$ cat config.mk
export PLATFORM = sky130hd
export DESIGN_NAME = fetch_queue
export DESIGN_NICKNAME = d
export VERILOG_FILES = /design/src/rtl/fetch_queue.sv
export SDC_FILE = /design/constraint.sdc
export NUM_CORES = 1
export LEC_CHECK = 0
export ABC_AREA = 1
export ABC_CLOCK_PERIOD_IN_PS = 4270
export CAP_MARGIN = 40
export CORE_MARGIN = 5
export CORE_UTILIZATION = 41
export CTS_CLUSTER_DIAMETER = 60
export DETAILED_ROUTE_END_ITERATION = 8
export GPL_ROUTABILITY_DRIVEN = 0
export REMOVE_ABC_BUFFERS = 1
export SLEW_MARGIN = 20
export SYNTH_ARGS = -nofsm -noshare
export SYNTH_HDL_FRONTEND = slang
export SYNTH_SLANG_ARGS = --single-unit
$ cat constraint.sdc
create_clock -name clk -period 4.27 [get_ports clk]
set_clock_uncertainty 0.05 [all_clocks]
set_input_delay 0.6405 -clock clk [delete_from_list [all_inputs] [get_ports clk]]
set_output_delay 0.6405 -clock clk [all_outputs]
set_load 0.02 [all_outputs]
$ cat src/rtl/fetch_queue.sv
// fetch_queue: owns the fetch PC, issues one-cycle-latency imem reads and buffers
// returned {instr, pc} pairs in a DEPTH-entry queue presented to decode.
module fetch_queue #(
    parameter int               BITS       = 32,
    parameter int               DEPTH      = 4,
    parameter logic [BITS-1:0]  RESET_ADDR = '0,
    parameter int               CW         = $clog2(DEPTH + 1)
) (
    input  logic            clk,
    input  logic            rst_,
    output logic            imem_req,
    output logic [BITS-1:0] imem_addr,
    input  logic [BITS-1:0] imem_rdata,
    input  logic            redirect,
    input  logic [BITS-1:0] redirect_addr,
    input  logic            halt,
    output logic            instr_valid,
    output logic [BITS-1:0] instr,
    output logic [BITS-1:0] instr_pc,
    input  logic            instr_ready,
    output logic [CW-1:0]   count
);
    localparam int AW = $clog2(DEPTH);
    localparam logic [CW:0] W_DEPTH = (CW + 1)'(DEPTH);

    logic [BITS-1:0] r_pc;
    logic [BITS-1:0] r_inflight_pc;
    logic            r_inflight;
    logic [AW-1:0]   r_rd;
    logic [AW-1:0]   r_wr;
    logic [CW-1:0]   r_count;
    logic [BITS-1:0] r_instr [DEPTH];
    logic [BITS-1:0] r_ipc   [DEPTH];

    logic [CW:0] w_occ;
    logic        w_issue;
    logic        w_push;
    logic        w_pop;

    // Credit counts the outstanding read so a full queue can never be overrun.
    assign w_occ   = {1'b0, r_count} + {{CW{1'b0}}, r_inflight};
    assign w_issue = rst_ & ~halt & ~redirect & (w_occ < W_DEPTH);
    assign w_push  = r_inflight & ~redirect;
    assign w_pop   = instr_valid & instr_ready;

    assign imem_req    = w_issue;
    assign imem_addr   = r_pc;
    assign instr_valid = (r_count != '0);
    assign instr       = r_instr[r_rd];
    assign instr_pc    = r_ipc[r_rd];
    assign count       = r_count;

    always_ff @(posedge clk or negedge rst_) begin
        if (!rst_) begin
            r_pc          <= RESET_ADDR;
            r_inflight_pc <= '0;
            r_inflight    <= 1'b0;
            r_rd          <= '0;
            r_wr          <= '0;
            r_count       <= '0;
        end else if (redirect) begin
            r_pc       <= redirect_addr;
            r_inflight <= 1'b0;
            r_rd       <= '0;
            r_wr       <= '0;
            r_count    <= '0;
        end else begin
            if (w_issue) begin
                r_pc          <= r_pc + BITS'(1);
                r_inflight_pc <= r_pc;
            end
            r_inflight <= w_issue;
            if (w_push)
                r_wr <= r_wr + AW'(1);
            if (w_pop)
                r_rd <= r_rd + AW'(1);
            r_count <= r_count + CW'(w_push) - CW'(w_pop);
        end
    end

    always_ff @(posedge clk) begin
        if (w_push) begin
            r_instr[r_wr] <= imem_rdata;
            r_ipc[r_wr]   <= r_inflight_pc;
        end
    end
endmodule

* Word level (Yosys, flattened, before mapping)
Memory sizes are Yosys's and may differ from the RTL's. Cells that the tools add are included.
Operators by class: $add $sub $neg 6, bitwise gates (word level) 7, reduce and logical (&&, ||, !) cells 5, magnitude comparators 1, muxes and demuxes 10
Operators by type and width (number):
- 32-bit two-way mux | 2
- 32-bit by 1-bit adder with 32-bit output (second input constant) | 1
- 2-bit two-way mux | 4
- 2-bit nonzero test | 3
- 1-bit bitwise AND | 5
- 2-bit by 1-bit adder with 2-bit output (second input constant) | 2
- 3-bit by 1-bit adder with 4-bit output | 1
- 4-bit by 3-bit less-than comparator with 1-bit output (second input constant) | 1
- 3-bit by 1-bit adder with 3-bit output | 1
- 1-bit two-way mux | 3
- 3-bit two-way mux | 1
- 3-bit nonzero test | 1
- 3-bit by 1-bit subtractor with 3-bit output | 1
- 1-bit NOT | 2
- 2-bit AND reduction | 1
Word-level totals: logic and storage cells 37, output and inout bits 101, bits in registers 72, memories kept 2, memory bits (writable) 256
Memories:
- r_instr | words 4, bits a word 32, rd ports 1, clocked after memory_dff 0, wr ports 1, line 32 | logic [BITS-1:0] r_instr [DEPTH];
- r_ipc | words 4, bits a word 32, rd ports 1, clocked after memory_dff 0, wr ports 1, line 33 | logic [BITS-1:0] r_ipc [DEPTH];

* Longest topological paths before layout
Gate-level depths: netlist (run 1).
depth after elaboration 6, mapped depth 11

* Worst setup path after synthesis (run 1)
No wires, ideal clock.
kind input to register, start input redirect, end memory r_instr[0][0] (enable), stages 3, arrival time 3554 ps, path slack 180 ps, required time 3734 ps, cell sequence inv_1 -> nand2_1 -> nor2_1
On the way: word-level cells in the longest chain between the ends 4
Ends and longest elaborated chain:
- from (decl) | line 14 | input logic redirect,
- 1-bit NOT (no line)
- 1-bit bitwise AND | line 43 | assign w_push = r_inflight & ~redirect;
- 1-bit two-way mux | line 82 | if (w_push) begin
- 1-bit two-way mux (implied by the code) | line 83 | r_instr[r_wr] <= imem_rdata;
- to (decl) | line 32
No other way between the ends.

* Final worst setup path (run 1)
start register r_rd[1], end output instr_pc[13]
On the way: word-level cells in the longest chain between the ends 1
Ends and longest elaborated chain:
- from (decl) | line 29 | logic [AW-1:0] r_rd;
- from (signal assigned) | line 76 | r_rd <= r_rd + AW'(1);
- memory read 4 x 32 bit
- to (decl) | line 19 | output logic [BITS-1:0] instr_pc,
No other way between the ends.

==> impl.org, run 1 <==
** Pwr
- The analysis attributes to net switching a power of between 2 and 3 mW.
- Internal Pwr Total :: 6.606 mW
- Combinational Power Share :: between 20 and 25%
- Switching share of power :: a little under a third
- In this run the static leakage power is 6.282 nW.
- VDD IR-drop max :: approximately 290 uV
- Power share of the sequential group :: ~44%
- Clk pwr share :: between 30% and 40%
- P per Cell Area :: approximately 560 nW/um2

** Layout
- Final-layout fill cell count :: between 2k and 3k
- Summing all flip-flop and latch instances after layout gives 9494 um2.
- Final instance count without filler cells :: around 1.8k
- Of the cells placed in the final design, the portion with a size suffix greater than 1 is between 7 and 8%.
- Summed area of non-filler cells in the final layout :: ~17000 um2
- Nets@finish :: roughly 1.4k
- 0 antenna diodes ended up in the layout.
- Commonest non-fill, non-tap cell in the layout :: sky130_fd_sc_hd__edfxtp_1
- Summing all multi-input logic gate instances after layout gives around 3500 um2.
- Post-Route Utilization :: a little over half
- From synthesis to final layout, the design area changed by 25.20%.
- In the layout the commonest cells are sky130_fd_sc_hd__edfxtp_1, sky130_fd_sc_hd__nand2_1, sky130_fd_sc_hd__nor2_1.

** Clock network
- Clock Root Buffer :: sky130_fd_sc_hd__clkbuf_16
- Max Root-Sink Buffers :: 3
- Setup bufs post-CTS :: 0
- CTS Hold Bufs :: 0
- After clock tree synthesis, the clock-pin slew on the worst setup and hold paths is roughly 60 ps.
- The number of gates resized after CTS was 0.
- TritonCTS clock tree :: yes
- Source-to-sink clock delay at the later pin of the worst-skew pair :: ~500 ps
- Clock tree sinks :: approximately 330
- In this run, CTS created clock tree buffers numbering 36.
- H-tree Lvls :: 2

** Synth
- Summing the areas of all compound-gate instances in the mapped netlist gives approximately a tenth of the synthesized area.
- After Yosys synthesis, full adders, half adders and majority gates account for 0.8859% of the synthesized area.
- Simple-gate share of the synthesized area :: ~15%
- Summing the areas of all xor and xnor instances in the mapped netlist gives less than 1% of the synthesized area.
- In this run the cell area of the synthesized design comes to ~14000 um2.
- Number of library cell types mapped by synthesis :: 30
- Yosys warns :: 0
- Of all flip-flops after synthesis, the portion carrying an async set or reset was approximately 22%.
- Post-Syn Instances :: 1195
- Yosys reg bits :: ~330
- By area, the combinational part of the netlist is dominated by simple AND/OR/NAND/NOR gates.
- Predominant post-synthesis flop cell :: sky130_fd_sc_hd__edfxtp_1
- Sequential fraction of the synthesis area :: approximately 70%
- Post-synth EDFFs :: 256
- The portion of synthesized area spent on multiplexers is 0%.
- Averaged over all synthesized cells, the footprint is around 11 um2.

** STA
- Final setup violation count :: 0
- Headroom to the max-slew limit came out at a little under half.
- For the finished layout, the period the worst path requires is 3472 ps.
- Of the available clock period, the critical path in the final layout requires around 81%.
- The number of pins exceeding their max-slew limit in the final report came to 0.
- Highest achievable clock rate :: 288.0 MHz
- Setup repair after global routing left no endpoint under its margin.
- Final worst hold slack :: around 64 ps
- Final setup TNS :: 0 ps
- The final count of hold timing violations is 0.
- At the pin with the least slew margin, the transition time is roughly 790 ps.

** Global routing
- For this run the aggregate overflow at the end of global routing stands at 0.
- First-pass GRT wire length :: approximately 53 mm
- Global routing used between 10% and 20% of the available tracks across all layers.
- The initial antenna violation count was 0.
- Number of global-route vias before repair :: approximately 9.2k
- Largest net degree at the start of global routing :: between 100 and 150

** Drt
- Post-route antenna net violation count :: 0
- Routed length per instance :: about 18 um
- Using the TritonRoute via totals, the vias-per-cell ratio works out to ~5.
- For this run, the detailed router's first-pass iteration total came to 5.
- For this run, design rule violations remaining after detail routing come to 0.
- Summing over every cut layer, the via total after detailed routing is a little over 9k.
- Number of violations reported at the end of detailed-routing iteration 0 :: ~540
- Sum of routed wire length over all layers :: around 33 mm

** Placed design
- After detailed placement, the total cell area comes to between 15000 and 20000 um2.
- HPWL after detailed placement :: ~20 mm
- Number of placed instances with taps included :: about 1.8k
- Port buffer count :: ~170

** Floorplanning
- Initial core utilization :: 41.57%
- Die area :: 36800 um2
- Width of the die :: approximately 190 um
- I/O pin count :: 170
- After floorplanning, the core was sized to cover around 33000 um2.
- Number of rows in the core area :: 66
- Measured along the y axis, the die boundary spans about 190 um.

** Setup path
- At the worst endpoint, the arrival time is ~2800 ps.
- CP max-delay cell :: sky130_fd_sc_hd__clkdlybuf4s50_1
- The critical path is of the reg -> out type.
- Required time of the critical path :: around 3600 ps
- Highest fanout seen on the critical path :: 64
- Capturing element type of the critical path :: output port
- The worst setup path is launched from a flip-flop.
- Cells traversed along the worst timing path :: buf_4 -> o21ai_0 -> o22ai_1 -> clkdlybuf4s50_1
- On the worst path, the slowest cell contributes a delay of 690 ps.

** Worst hold path
- The worst hold path belongs to the class in -> async.

** Run
- Max-cap violations :: 0

** Outcome
- Status :: finished clean
-- power groups by stage --
stage / Clock (mW) / Combinational (mW) / Sequential [mW]
final: 2.96 / 2.36 / 4.15
after global routing: 3.19 / 2.60 / 4.20
after CTS: 3.03 / 2.40 / 4.15
after detailed placement: 0 / 2.39 / 4.21
after global placement: 0 / 2.37 / 4.21
after floorplan: 0 / 1.11 / 4.25
-- per-stage QoR --
step | power (mW) | setup WS (ps)
floorplan | 5.360 | -349.3
global placement | 6.580 | 986.8
detailed placement | 6.606 | 987.8
CTS | 9.583 | 724.3
global route | 9.995 | 605.3
finish | 9.472 | 798.3
-- state kept, by name (all words and copies together), names as in the netlist --
signal and count:
r_rd 2, r_inflight_pc 32, imem_addr 32, r_ipc 128, r_inflight 1, r_instr 128
r_wr 2, count 3
-- cells by family (layout without fill, tap and decap cells) --
family                     Yosys count  count (layout)
AOI/OAI and AO/OA                  238             238
xor gates and xnor gates             8               8
adders and majority gates            9               9
buffers and inverters              134             322
DFF                                328             328
and+or+nand+nor                    478             478
-- metal layers --
layer  track usage (%)  share of wire [%]  vias up
met3             3.799                6.2       36
met4             3.536                1.4        0
met5                 0                  0        -
li1                  -                  -     4495
met2             29.65                 46      249
met1             26.29                 46     4447
-- layout make-up --
class	count	area share [%]
tap	442	3.258
timing repair buffer	190	11.66
clock buffer	45	5.631
clock inverter	15	1.010
sequential	328	55.93
inverter	72	1.607
multi-input combinational	733	20.90
-- worst paths after layout --
| check | cells after the start | endpoint | startpoint | slack (ps) |
|---|---|---|---|---|
| worst max register to register | 11 | count[2] | count[1] | 2080 |
| min in group clk | 0 | r_ipc[2][7] | r_inflight_pc[7] | 470 |
| worst min register to register | 0 | r_ipc[2][7] | r_inflight_pc[7] | 470 |
| worst min-delay path | 1 | imem_addr[23] | rst_ | 60 |
| worst max-delay path | 4 | instr_pc[13] | r_rd[1] | 800 |
| max in group asynchronous | 2 | r_rd[0] | rst_ | 3160 |
-- Yosys cell counts, types with 7 or more instances --
master / n / area, um2
sky130_fd_sc_hd__edfxtp_1: 256 / 7687
sky130_fd_sc_hd__nand2_1: 196 / 735.7
sky130_fd_sc_hd__nor2_1: 177 / 664.4
sky130_fd_sc_hd__o21ai_0: 133 / 665.6
sky130_fd_sc_hd__nand3_1: 82 / 410.4
sky130_fd_sc_hd__dfrtp_1: 72 / 1802
sky130_fd_sc_hd__inv_1: 66 / 247.7
sky130_fd_sc_hd__o22ai_1: 64 / 400.4
sky130_fd_sc_hd__o21ai_1: 38 / 190.2
sky130_fd_sc_hd__clkbuf_1: 27 / 101.4
sky130_fd_sc_hd__buf_2: 24 / 120.1
sky130_fd_sc_hd__ha_1: 8 / 100.1
sky130_fd_sc_hd__nor2_4: 8 / 90.09
sky130_fd_sc_hd__xor2_1: 7 / 61.31
-- critical path, delay by kind of cell (launching register included) --
family / cells / cell delay [ps]
AOI/OAI and AO/OA: 2 / 600
DFF: 1 / 360
buffers and inverters: 2 / 1320
Power figures use the tool's default switching activity.
==> inputs of run 2 (changes only) <==
--- a/config.mk
+++ b/config.mk
@@ -6,7 +6,7 @@
 export NUM_CORES = 1
 export LEC_CHECK = 0
 export ABC_AREA = 1
-export ABC_CLOCK_PERIOD_IN_PS = 4270
+export ABC_CLOCK_PERIOD_IN_PS = 3400
 export CAP_MARGIN = 40
 export CORE_MARGIN = 5
 export CORE_UTILIZATION = 41
==> constraint.sdc (replaced) <==
create_clock -name clk -period 3.4 [get_ports clk]
set_clock_uncertainty 0.05 [all_clocks]
set_input_delay 0.51 -clock clk [delete_from_list [all_inputs] [get_ports clk]]
set_output_delay 0.51 -clock clk [all_outputs]
set_load 0.02 [all_outputs]
==> run 2 against run 1 <==
Worst setup slack got worse by 560 ps. Combinational power rose by 26%. Clock power rose by 31%. Cell count rose by 0.33%. Die area did not move. Register-to-register slack got worse by 850 ps. Sequential power rose by 26%.
==> impl.org, run 2 (same netlist as run 1, synthesis figures left out) <==
** Pwr
- Static leakage :: 6.328 nW (was 6.282 nW)
- P per Cell Area :: 708.0 nW/um2 (was 558.0 nW/um2)
- The highest ir drop seen on vdd was 388.0 uV (was 291.0 uV).

** Setup path
- Capturing element type of the critical path :: output port (unchanged)
- CP Buf/Inv Count :: 3 (was 2)
- Source of the worst register-to-register timing path :: count[1] (unchanged)
- The endpoint arrival time on the critical path was 2600 ps (was 2780 ps).
- The end of the worst register-to-register path is count[2] (unchanged).
- Cells traversed along the worst timing path :: inv_2 -> buf_12 -> o21ai_0 -> o22ai_1 -> clkdlybuf4s50_1 (was buf_4 -> o21ai_0 -> o22ai_1 -> clkdlybuf4s50_1)
- Startpoint class of the critical path :: flip-flop (unchanged)
- Max incr delay on CP :: 670 ps (was 690 ps)
- The length in cells of the worst reg-to-reg path is 11 (unchanged).
- The slack of the worst reg-to-reg path came to 1230 ps (was 2080 ps).
- The peak fanout along the critical path is 39 (was 64).
- The required time reported for the critical path endpoint came to 2840 ps (was 3580 ps).
- CP max-delay cell :: sky130_fd_sc_hd__clkdlybuf4s50_1 (unchanged)
- Family of cells with the greatest summed delay on the critical path :: buffers and inverters (unchanged)
- The classification of the worst setup path was reg -> out (unchanged).

** Clock network
- Total CTS buffers :: 36 (unchanged)
- The cell chosen for the clock root is sky130_fd_sc_hd__clkbuf_16 (unchanged).
- The maximum level of the CTS H-tree is 2 (unchanged).
- The clock transition time at the flip-flop clock pins of the worst setup and hold paths was 60 ps (about the same).
- Source-to-sink clock delay at the later pin of the worst-skew pair :: 500 ps (about the same)
- TritonCTS clock tree :: yes (unchanged)
- Setup bufs post-CTS :: 0 (unchanged)
- Clock tree sinks :: 328 (unchanged)
- Number of gates resized after CTS :: 0 (unchanged)
- Max Root-Sink Buffers :: 3 (unchanged)
- CTS Hold Bufs :: 0 (unchanged)

** STA
- The transition at the pin with the smallest max-transition slack came to 542.9 ps (was 791.0 ps).
- The post-route worst hold slack came to 8.640 ps (was 63.90 ps).
- Max-slew violations :: 0 (unchanged)
- Of the available clock period, the critical path in the final layout requires 92.91%.
- Final Hold Vio Count :: 0 (unchanged)
- Unrepaired setup endpoints after global routing: no (unchanged).
- The final count of negative-setup-slack endpoints was 0 (unchanged).
- The worst setup margin is 240.9 ps (was 798.3 ps).
- Relative slew margins :: 63.81% (was 47.27%)
- Counting I/O delays and the setup requirement, the final critical path takes around 3200 ps.
- The final total negative setup slack was 0 ps (unchanged).
- Static timing analysis puts the maximum clock frequency at about 320 MHz.

** Layout
- Summed area of non-filler cells in the final layout :: 17060 um2 (was 16980 um2)
- Commonest cells after routing, fill and taps aside :: sky130_fd_sc_hd__edfxtp_1, sky130_fd_sc_hd__nand2_1, sky130_fd_sc_hd__nor2_1 (unchanged)
- The final net count came to 1443 (was 1439).
- Final instance count without filler cells :: 1831 (was 1825)
- Number of antenna cells inserted :: 0 (unchanged)
- Top Registers :: r_instr: 128 flops, r_ipc: 128 flops (unchanged)
- The most common library cell in the layout ignoring fill and taps is sky130_fd_sc_hd__edfxtp_1 (unchanged).
- The fraction of final layout cells sized beyond drive strength 1 is 7.703% (was 7.231%).
- The synthesis-to-layout area growth came to 25.85% (was 25.20%).

** Drt
- The via density per instance was 5.034 (was 5.056).
- The number of vias in the routed layout is 9217 (was 9227).
- Number of violations reported at the end of detailed-routing iteration 0 :: 559 (was 542)
- The number of detailed-routing iterations run before antenna repair was 5 (unchanged).
- Routed length per instance :: 17.95 um (was 18.35 um)
- Sum of routed wire length over all layers :: 32.86 mm (was 33.48 mm)
- The number of remaining DRC errors was 0 (unchanged).
- The residual antenna-violating net count after detailed routing is 0 (unchanged).

** Floorplanning
- Floorplan die height :: 191.8 um (unchanged)
- The standard cell core area came to 32620 um2 (unchanged).
- The die span in x came to 191.8 um (unchanged).
- The effective utilization at floorplan was 41.57% (unchanged).
- The placement row count is 66 (unchanged).
- I/O pin count :: 170 (unchanged)
- The die footprint came to 36800 um2 (unchanged).

** Global routing
- Number of global-route vias before repair :: 9112 (was 9234)
- The largest net degree at the start of global routing came to 75 (was 130).
- The initial antenna violation count was 0 (unchanged).
- The wire length of the first global-routing pass is 51.25 mm (was 53.06 mm).
- Overall fraction of global-route tracks in use :: 17.79% (was 18.42%)
- The total congestion overflow after global routing was 0 (unchanged).

** Placed design
- Number of placed instances with taps included :: 1769 (was 1765)
- The post-place instance area is 15880 um2 (was 15850 um2).
- Port buffer count :: 169 (unchanged)
- Pre-CTS worst setup slack :: 760.7 ps (was 987.8 ps)
- HPWL after detailed placement :: 20.32 mm (was 20.28 mm)

** Run
- The max-cap check violation count was 0 (unchanged).

** Worst hold path
- The classification of the worst-slack hold path is in -> async (unchanged).

** Outcome
- Status: finished clean (unchanged).
run 2: cell count changes in the layout (fill, tap and decap cells not counted), sizes merged:
cell and delta:
bufinv +1, inv +2, buf +4, clkbuf +1, clkinv -2
run 2: final cells by class:
| cell class | count | area (um2) |
|---|---|---|
| clock buffer | 46 | 969.7 |
| fill | 2842 | 15560 |
| clock inverter | 16 | 210.2 |
| tap | 442 | 553.0 |
| inverter | 72 | 272.8 |
| timing repair buffer | 194 | 2014 |
| sequential | 328 | 9494 |
| multi-input combinational | 733 | 3548 |
run 2: worst reg2reg max path, stage by stage, from the launching register on:
cell	delay, ps
sky130_fd_sc_hd__dfrtp_1	460
sky130_fd_sc_hd__nor2_1	130
sky130_fd_sc_hd__nand2_1	70
sky130_fd_sc_hd__nand2_1	140
sky130_fd_sc_hd__inv_1	110
sky130_fd_sc_hd__ha_1	300
sky130_fd_sc_hd__inv_1	60
sky130_fd_sc_hd__ha_1	130
sky130_fd_sc_hd__inv_1	50
sky130_fd_sc_hd__fa_1	370
sky130_fd_sc_hd__o21ai_0	150
sky130_fd_sc_hd__a21oi_1	50
run 2: worst max-delay path by stage:
stage,start,slack (ps),cells after the start,to
floorplan,redirect,-1090,3,r_instr[0][0]
global placement,redirect,700,7,imem_req
detailed placement,redirect,760,7,imem_req
CTS,r_rd[1],220,5,instr_pc[30]
global route,r_rd[0],130,5,instr[1]
finish,r_rd[1],240,5,instr_pc[29]
run 2: report_power, final:
group / switching [mW] / internal (mW)
clock: 1.48 / 2.40
combinational: 1.74 / 1.23
sequential: 0.403 / 4.83
run 2: per-layer routing:
layer | global-route usage, % | up-vias | part of all wire [%]
li1 | - | 4514 | -
met5 | 0 | - | 0
met3 | 3.290 | 49 | 5.5
met4 | 4.171 | 0 | 1.9
met1 | 24.86 | 4427 | 46
met2 | 29.12 | 227 | 47
run 2: stage by stage:
step | util [%] | power (mW)
floorplan | - | 6.731
global placement | 48.63 | 8.282
detailed placement | 48.69 | 8.321
CTS | 52.31 | 12.23
global route | 52.31 | 12.69
finish | 52.31 | 12.08
